$ cat config.mk
export PLATFORM = sky130hd
export DESIGN_NAME = pipeline_stall_controller
export DESIGN_NICKNAME = d
export VERILOG_FILES = /design/src/rtl/pipeline_ctrl_pkg.sv /design/src/rtl/muldiv_busy_timer.sv /design/src/rtl/pipeline_stall_controller.sv
export SDC_FILE = /design/constraint.sdc
export NUM_CORES = 1
export LEC_CHECK = 0
export CORE_UTILIZATION = 42
export DETAILED_ROUTE_END_ITERATION = 8
export PLACE_DENSITY = 0.95
export SLEW_MARGIN = 15
export SYNTH_ARGS = -nofsm -noshare
export SYNTH_HDL_FRONTEND = slang
export SYNTH_HIERARCHICAL = 1
export SYNTH_SLANG_ARGS = --single-unit
$ cat constraint.sdc
create_clock -name clk -period 4.34 [get_ports clk]
set_input_delay 1.085 -clock clk [delete_from_list [all_inputs] [get_ports clk]]
set_output_delay 1.085 -clock clk [all_outputs]
set_load 0.01 [all_outputs]
$ cat src/rtl/pipeline_ctrl_pkg.sv
// Shared types and constants for the pipeline stall/flush controller.
// Optional feature macro used by the top level: STALL_PERF_CNT_EN.
package pipeline_ctrl_pkg;

    typedef enum logic {
        IDLE = 1'b0,
        BUSY = 1'b1
    } muldiv_state_t;

    // Architectural $zero register specifier; never a real hazard source.
    localparam logic [4:0] REG_ZERO = 5'd0;

    // Default EX-stage occupancy of a mult/div, in cycles.
    localparam int DEFAULT_MULDIV_LAT = 32;

    // Width of the stall-cycle performance counter.
    localparam int STALL_CNT_W = 16;

endpackage

$ cat src/rtl/muldiv_busy_timer.sv
// Mult/div occupancy tracker: IDLE/BUSY state machine, busy down-counter
// and a one-cycle completion pulse issued after the unit returns to IDLE.
module muldiv_busy_timer
    import pipeline_ctrl_pkg::*;
#(
    parameter int MULDIV_LAT = DEFAULT_MULDIV_LAT,
    parameter int CNT_W      = 8
) (
    input  logic clk,
    input  logic rst,
    input  logic start,
    output logic busy,
    output logic done
);

    muldiv_state_t    state;
    logic [CNT_W-1:0] timer;

    // Occupancy FSM: load LAT-1 on accept, count down to 0, then pulse done.
    always_ff @(posedge clk or posedge rst) begin
        if (rst) begin
            state <= IDLE;
            timer <= '0;
            done  <= 1'b0;
        end else begin
            done <= 1'b0;
            case (state)
                IDLE: begin
                    if (start) begin
                        state <= BUSY;
                        timer <= CNT_W'(MULDIV_LAT - 1);
                    end
                end
                BUSY: begin
                    if (timer == '0) begin
                        state <= IDLE;
                        done  <= 1'b1;
                    end else begin
                        timer <= timer - 1'b1;
                    end
                end
                default: begin
                    state <= IDLE;
                    timer <= '0;
                end
            endcase
        end
    end

    assign busy = (state == BUSY);

endmodule

$ cat src/rtl/pipeline_stall_controller.sv
// Central stall/flush sequencer for the 5-stage pipeline. Merges load-use,
// taken-branch and mult/div structural hazards into PC / IF-ID / ID-EX
// controls. Outputs are combinational so a stall acts in the hazard cycle.
// Optional stall-cycle counter enabled by macro STALL_PERF_CNT_EN.
module pipeline_stall_controller
    import pipeline_ctrl_pkg::*;
#(
    parameter int REG_ADDR_W = 5,
    parameter int MULDIV_LAT = DEFAULT_MULDIV_LAT,
    parameter int CNT_W      = 8
) (
    input  logic                   clk,
    input  logic                   rst,
    input  logic                   id_ex_memread,
    input  logic [REG_ADDR_W-1:0]  id_ex_regrt,
    input  logic [REG_ADDR_W-1:0]  if_id_regrs,
    input  logic [REG_ADDR_W-1:0]  if_id_regrt,
    input  logic                   branch_taken,
    input  logic                   id_is_muldiv,
    input  logic                   id_reads_hilo,
    output logic                   pc_write,
    output logic                   if_id_write,
    output logic                   if_id_flush,
    output logic                   ctrl_zero,
    output logic                   muldiv_busy,
    output logic                   muldiv_done,
    output logic [STALL_CNT_W-1:0] stall_cycles
);

    logic load_use;
    logic hilo_hazard;
    logic stall;
    logic accept_muldiv;

    assign load_use = id_ex_memread
                   && (id_ex_regrt != REG_ADDR_W'(REG_ZERO))
                   && ((id_ex_regrt == if_id_regrs) || (id_ex_regrt == if_id_regrt));

    assign hilo_hazard   = muldiv_busy && (id_reads_hilo || id_is_muldiv);
    assign stall         = load_use || hilo_hazard;

    // A squashed ID instruction must not start the unit.
    assign accept_muldiv = id_is_muldiv && !stall && !branch_taken;

    muldiv_busy_timer #(
        .MULDIV_LAT (MULDIV_LAT),
        .CNT_W      (CNT_W)
    ) u_timer (
        .clk   (clk),
        .rst   (rst),
        .start (accept_muldiv),
        .busy  (muldiv_busy),
        .done  (muldiv_done)
    );

    // Priority mux: flush beats stall beats normal flow.
    always_comb begin
        pc_write    = 1'b1;
        if_id_write = 1'b1;
        if_id_flush = 1'b0;
        ctrl_zero   = 1'b0;
        if (branch_taken) begin
            if_id_flush = 1'b1;
            ctrl_zero   = 1'b1;
        end else if (stall) begin
            pc_write    = 1'b0;
            if_id_write = 1'b0;
            ctrl_zero   = 1'b1;
        end
    end

`ifdef STALL_PERF_CNT_EN
    logic [STALL_CNT_W-1:0] stall_cnt;

    // Count real stall cycles (not branch-squashed ones), saturating.
    always_ff @(posedge clk or posedge rst) begin
        if (rst) begin
            stall_cnt <= '0;
        end else if (stall && !branch_taken && (stall_cnt != '1)) begin
            stall_cnt <= stall_cnt + 1'b1;
        end
    end

    assign stall_cycles = stall_cnt;
`else
    assign stall_cycles = '0;
`endif

endmodule

Word-level counts from Yosys, hierarchy flattened
Cells that the tools add are included.
{"block": "op_classes", "add_sub_neg": 1, "eq_ne": 4, "muxes": 13, "n_bitwise": 1, "n_reduce_logical": 13}
{"operator": "8-bit 2-to-1 mux", "n": 2}
{"operator": "8-bit case mux with 2 select lines", "n": 1}
{"operator": "5-bit == test", "n": 2}
{"operator": "1-bit 2-to-1 mux", "n": 9}
{"operator": "8-bit logical NOT", "n": 1}
{"operator": "8-bit by 1-bit subtractor with 8-bit output, second input constant", "n": 1}
{"operator": "1-bit logical AND", "n": 5}
{"operator": "5-bit nonzero test", "n": 1}
{"operator": "2-bit inequality test, second input constant", "n": 2}
{"operator": "1-bit logical OR", "n": 3}
{"operator": "1-bit logical NOT", "n": 2}
{"operator": "1-bit case mux with 2 select lines", "n": 1}
{"operator": "2-bit AND reduction", "n": 1}
{"operator": "1-bit inverter", "n": 1}
{"block": "word_totals", "ff_bits": 10, "in_bits": 21, "output_inout_bits": 22, "elab_cells": 35}

Longest topological paths before layout
Gate-level depths: netlist of the first run.
{"block": "logic_depth", "depth_word": 9, "depth_mapped": 9}

Modules after synthesis
Netlist of the first run, hierarchy kept.
{"module": "muldiv_busy_timer", "n_inst": 1, "cells_per_inst": 52, "area_each_um2": 534.3, "seq_area_each_um2": 250.2}
{"module": "pipeline_stall_controller", "n_inst": 1, "cells_per_inst": 44, "area_each_um2": 321.6, "seq_area_each_um2": 0.0}

Least setup slack after synthesis of the first run
No wires, ideal clock.
{"block": "synth_timing", "kind": "input port to output port", "start": "input port id_ex_regrt[3]", "end": "output port pc_write", "t_arrival_ns": 2.263, "required_ns": 3.255, "slack_ns": 0.992, "stages": 5, "path_buffers": 1, "cell_sequence": "or4_1 o21ai_2 nor2_1 a22oi_1 buf_4"}
{"block": "synth_via", "elab_chain_cells": 6, "elab_cells_between_ends": 9}
{"element": "start, declared", "line": "pipeline_stall_controller.sv:15", "text": "input logic [REG_ADDR_W-1:0] id_ex_regrt,"}
{"element": "5-bit == test / 5-bit nonzero test (equally long branches)", "line": "pipeline_stall_controller.sv:37, pipeline_stall_controller.sv:36"}
{"element": "1-bit logical OR / 1-bit logical AND (equally long branches)", "line": "pipeline_stall_controller.sv:37, pipeline_stall_controller.sv:36"}
{"element": "1-bit logical AND *", "line": "pipeline_stall_controller.sv:37", "text": "&& ((id_ex_regrt == if_id_regrs) || (id_ex_regrt == if_id_regrt));"}
{"element": "1-bit logical OR *", "line": "pipeline_stall_controller.sv:40", "text": "assign stall = load_use || hilo_hazard;"}
{"element": "1-bit 2-to-1 mux * (2 in series)"}
{"element": "end, declared", "line": "pipeline_stall_controller.sv:21", "text": "output logic pc_write,"}
Mark *: on every way between the ends. The rest lies on a longest branch, timed or not.

Worst setup path after layout of the first run
{"block": "layout_timing", "start": "input port id_ex_regrt[3]", "end": "output port ctrl_zero"}
{"block": "layout_via", "elab_chain_cells": 6, "elab_cells_between_ends": 9}
{"element": "5-bit == test / 5-bit nonzero test (equally long branches)", "line": "pipeline_stall_controller.sv:37, pipeline_stall_controller.sv:36"}
{"element": "1-bit logical OR / 1-bit logical AND (equally long branches)", "line": "pipeline_stall_controller.sv:37, pipeline_stall_controller.sv:36"}
{"element": "1-bit logical AND *", "line": "pipeline_stall_controller.sv:37"}
{"element": "1-bit logical OR *", "line": "pipeline_stall_controller.sv:40"}
{"element": "1-bit 2-to-1 mux *", "line": "pipeline_stall_controller.sv:65", "text": "end else if (stall) begin"}
{"element": "1-bit 2-to-1 mux *", "line": "pipeline_stall_controller.sv:62", "text": "if (branch_taken) begin"}
{"element": "end, declared", "line": "pipeline_stall_controller.sv:24", "text": "output logic ctrl_zero,"}
Marked as above.

==> out/qor.yml, run 1 <==
synth_cell_types: 38
drv_cap: 0
clk_path_buf_depth: 2
status: "finished clean"
grt_max_degree: 12
drt_wl_total_um: 1960
final_common_cell: "clkdlybuf4s50_1"
reg2reg_from: "u_timer/timer[0]"
cp_max_fo: 3
dr_total_vias: 769
synth-simple-area-share_pct: 18.6
avgRoutedWirePerCell_um: 13.3
synth_flop_cell: "dfrtp_1"
hp-class: "flop to flop"
boundaryPins: 43
cp-start-kind: "input port"
htree_levels: 1
clock-skew-final_ns: 0.00672
crit_start: "id_ex_regrt[3]"
core.rowCount: 15
synthAdderAreaFrac_pct: 2.92
synth_edf_count: 0
vias_per_cell: 5.23
overflow: 0
postCtsSetupRepairBufs: 0
worstSetupPathType: "input port to output pin"
synth_warnings: 6
dpl_cell_area_mm2: 0.00107
drive_gt1_share_pct: 10.7
end_kind: "output pin"
core_mm2: 0.00182
syn_to_final_growth_pct: 27.5
fmax_ghz: 0.238
required_ns: 3.25
dieHeight_um: 47.1
hold_viol_final: 0
drt-pass1-iter-count: 5
dp_hpwl_um: 1610
syn_area_per_cell_um2: 8.91
first_iter_violations: 33
finalPower_uw: 455
p_leak_nw: 0.456
rsz0062_at_grt: "no"
period_share_pct: 97.0
grt_pass1_vias: 764
multi_input_area_um2: 497
ir_drop_mv: 0.319
synth_seq_area_share_pct: 29.2
maxSlewViolCount: 0
holdBufCountCts: 0
synth_xor_area_share_pct: 11.3
fin_setup_tns_ns: 0
insertion_delay_ns: 0.27
final_cell_mix: "26 x clkdlybuf4s50_1, 16 x conb_1, 10 x xnor2_1, 10 x dfrtp_1, 6 x inv_1"
synthCells: 96
synth_top_family_by_area: "buffers and inverters"
postRouteAntennaNets: 0
die_w_um: 47.1
synth_area_um2: 856
io_buffers: 26
grt_pass1_wl_um: 3200
pre_cts_ws_ns: 0.128
ff2ff_setup_slack_ns: 2.31
holdCritStartpoint: "u_timer/timer[3]"
clk_pin_slew_ns: 0.06
cp_data_arrival_time_ns: 3.12
ys_ff_latch: 10
cts_num_sinks: 10
seqCellArea_um2: 250
cts-resized-gates: 0
drc: 0
setup_viol: 0
antennaDiodeCount: 0
antenna_found_initial: 0
layout_setup_ws_ns: 0.130
grt_use_total_pct: 21.0
fillers: 149
nets: 147
root_buffer: "clkbuf_4"
period_needed_ns: 4.21
start_util_pct: 47.0
gp_congestion: 0.858
cts_tree: "done"
synth.area.mux_share_pct: 0
power_density_mw_per_mm2: 417
die_area_mm2: 0.00222
cts_buffers: 3
synth_compound_area_share_pct: 18.3
synth-async-reset-ratio_pct: 100
final_cell_area_mm2: 0.00109
[where the power goes]
| part | switching (mW) | internal [mW] |
|---|---|---|
| clock | 0.0304 | 0.0320 |
| sequential | 0.0551 | 0.131 |
| combinational | 0.103 | 0.103 |
[critical path: stages]
cell and delay, ns:
clkdlybuf4s50_1 0.48, or4_1 0.56, o21ai_2 0.16, inv_2 0.05, a211o_2 0.32, clkdlybuf4s50_1 0.47
[path summary, 6_finish.rpt]
kind                                         end  cells after the start
worst min register to register  u_timer/timer[3]                      1
worst max register to register  u_timer/timer[3]                      7
worst max-delay path                   ctrl_zero                      6
worst min-delay path            u_timer/timer[3]                      1
max in group asynchronous           u_timer/done                      2
min in group asynchronous       u_timer/timer[6]                      2
[cell usage after synthesis, types with 2 or more instances]
| library cell | number | area [um^2] |
|---|---|---|
| buf_4 | 18 | 135 |
| dfrtp_1 | 10 | 250 |
| xnor2_1 | 10 | 87.6 |
| inv_1 | 6 | 22.5 |
| nand2_1 | 5 | 18.8 |
| nor2_1 | 4 | 15.0 |
| nand3_1 | 3 | 15.0 |
| o21ai_0 | 3 | 15.0 |
| a21oi_1 | 2 | 10.0 |
| a31oi_1 | 2 | 12.5 |
| ha_1 | 2 | 25.0 |
| inv_2 | 2 | 7.51 |
| nor4_1 | 2 | 12.5 |
| or3_1 | 2 | 12.5 |
| or4_1 | 2 | 15.0 |
[logic make-up after synthesis]
| kind of cell | after synthesis |
|---|---|
| adders and majority gates | 2 |
| buffers and inverters | 26 |
| and+or+nand+nor | 27 |
| other | 1 |
| DFF | 10 |
| xor gates and xnor gates | 11 |
| AOI/OAI and AO/OA | 19 |
[layer usage]
| metal | GRT usage, % | vias up | part of all wire [%] |
|---|---|---|---|
| met4 | 10.3 | 0 | 2.7 |
| met3 | 7.31 | 7 | 5.9 |
| li1 | - | 358 | - |
| met5 | 0 | - | 0 |
| met2 | 36.4 | 36 | 56 |
| met1 | 22.9 | 368 | 35 |
[sequential cells by signal (all words and copies together) (netlist names)]
name           count
u_timer/busy       1
u_timer/done       1
u_timer/timer      8
[area by class of cell]
type,count,share of cell area (%)
multi-input cells,75,45.5
inverters,8,2.75
flip-flops and latches,10,22.9
repair buffers,26,23.9
clock buffers,3,2.06
well taps,25,2.87
[stage by stage]
stage	hold WS, ns	cells	utilization, %
2_1_floorplan	0.505	111	-
3_3_place_gp	0.544	144	58.7
3_5_place_dp	0.564	144	58.7
4_1_cts	0.573	147	59.9
5_1_grt	0.618	147	59.9
6_report	0.576	147	59.9
Note: power is estimated with default switching activity, not from simulation.
==> inputs of run 2 (changes only) <==
Settings changed: ABC_CLOCK_PERIOD_IN_PS set to 4340, GPL_ROUTABILITY_DRIVEN set to 0, SYNTH_HIERARCHICAL 1 to not set.
==> run 2 against run 1 <==
Synthesized area is the same; combinational power up 16%; worst hold slack worse by 0.040 ns; largest cell class unchanged; non-clock buffer count did not move; utilization is 0.21 points lower; sequential share of layout area up 0.079 points; largest power group unchanged; count of clock-buffer cells in the layout unchanged; power rose by 8.4%; maximum frequency is 0.15% lower; first-iteration DRC count shrank 82%; routed wire length shrank 8.7%; global-route usage fell by 2.4 points.
==> out/qor.yml, run 2 <==
status: "finished clean"
core_mm2: 0.00182
grt_max_degree: 15
synth_edf_count: 0
postRouteAntennaNets: 0
nets: 147
holdBufCountCts: 0
clock-skew-final_ns: 0.00821
synth_warnings: 0
finalNonFillerCells: 147
cts_tree: "done"
postCtsSetupRepairBufs: 0
io_buffers: 26
grt_pass1_wl_um: 2840
cts-resized-gates: 0
avgRoutedWirePerCell_um: 12.1
dieHeight_um: 47.1
drt-pass1-iter-count: 4
fin_hold_ws_ns: 0.536
required_ns: 3.25
end_kind: "output pin"
boundaryPins: 43
cp-start-kind: "input port"
synth_seq_area_share_pct: 29.2
fmax_ghz: 0.237
hold_depth: 1
multi_input_area_um2: 507
antenna_found_initial: 0
die_w_um: 47.1
dpl_cell_area_mm2: 0.00106
ys_ff_latch: 10
p_leak_nw: 0.464
drive_gt1_share_pct: 8.20
drc: 0
dr_total_vias: 731
first_iter_violations: 6
synth_area_um2: 856
synth_flop_cell: "dfrtp_1"
yosysMostFrequentCell: "buf_4"
synth_top_area_share_pct: 29.2
syn_area_per_cell_um2: 8.82
hold_viol_final: 0
final_cell_area_mm2: 0.00109
power_density_mw_per_mm2: 453
dp.cells: 144
syn_to_final_growth_pct: 27.0
pre_cts_ws_ns: 0.132
clk_path_buf_depth: 2
drt_wl_total_um: 1790
drv_cap: 0
antennaDiodeCount: 0
dp_hpwl_um: 1520
start_util_pct: 47.0
insertion_delay_ns: 0.27
clk_pin_slew_ns: 0.05
yosys-top-cells-count: "18 x buf_4, 10 x dfrtp_1, 10 x xnor2_1"
cts_buffers: 3
seqCellArea_um2: 250
fin_setup_tns_ns: 0
top_register: "u_timer.timer"
rsz0062_at_grt: "no"
grt_pass1_vias: 691
root_buffer: "clkbuf_4"
maxSlewViolCount: 0
period_needed_ns: 4.22
r2r_cells: 7
finalPower_uw: 493
synth_cell_types: 34
ir_drop_mv: 0.407
cp_data_arrival_time_ns: 3.13
final_cell_mix: "26 x clkdlybuf4s50_1, 16 x conb_1, 10 x xnor2_1, 10 x dfrtp_1, 6 x nand2_1"
fillers: 169
fin_util_pct: 59.7
htree_levels: 1
layout_setup_ws_ns: 0.124
hp-class: "flop to flop"
setup_viol: 0
overflow: 0
synth-async-reset-ratio_pct: 100
final_common_cell: "clkdlybuf4s50_1"
period_share_pct: 97.1
synth_area_leaders: "dfrtp_1 29%, buf_4 16%, xnor2_1 10%"
cp_max_fo: 3
worstSetupPathType: "input port to output pin"
die_area_mm2: 0.00222
cts_num_sinks: 10
largest_reg_flops: 8
synthCells: 97
synth_area_leader_cell: "dfrtp_1"
grt_use_total_pct: 18.6
core.rowCount: 15
vias_per_cell: 4.97
[run 2: layout make-up]
| cell class | instances | area share (%) |
|---|---|---|
| Clock buffer | 3 | 2.07 |
| Inverter | 4 | 1.50 |
| Multi-Input combinational cell | 79 | 46.6 |
| Sequential cell | 10 | 23.0 |
| Tap cell | 25 | 2.88 |
| Timing Repair Buffer | 26 | 23.9 |
[run 2: where the power goes]
part           internal [mW]  switching [mW]  total, mW
registers              0.135          0.0562      0.192
clock network         0.0320          0.0304     0.0623
logic                  0.131           0.107      0.239
[run 2: worst max-delay path: stages]
cell	delay, ns
clkdlybuf4s50_1	0.46
or4_1	0.56
o21a_2	0.25
nand2_1	0.11
a21o_1	0.13
clkdlybuf4s50_1	0.53
[run 2: routing by layer]
metal	vias up	global-route usage (%)	share of wire, %
li1	357	-	-
met1	345	18.0	37
met2	24	36.1	58
met3	5	4.23	4.0
met4	0	9.71	1.8
met5	-	0	0
[run 2: logic make-up (layout without fill, tap and decap cells)]
family	Yosys count	in the layout	share of synthesized area [%]
other cells	1	16	0.438
fa+ha+maj	2	2	2.92
compound gates	18	18	16.5
flops	10	10	29.2
mux	1	1	1.17
xor+xnor	10	10	10.2
buf+inv	23	33	18.1
simple gates	32	32	21.3
[run 2: worst paths after layout]
check                                 startpoint          endpoint  slack [ns]
worst max-delay path              id_ex_regrt[1]       if_id_write        0.12
worst min-delay path            u_timer.timer[2]  u_timer.timer[2]        0.54
worst max register to register  u_timer.timer[0]  u_timer.timer[4]        2.61
worst min register to register  u_timer.timer[2]  u_timer.timer[2]        0.54
max in group asynchronous                    rst  u_timer.timer[2]        2.99
min in group asynchronous                    rst  u_timer.timer[3]        1.08
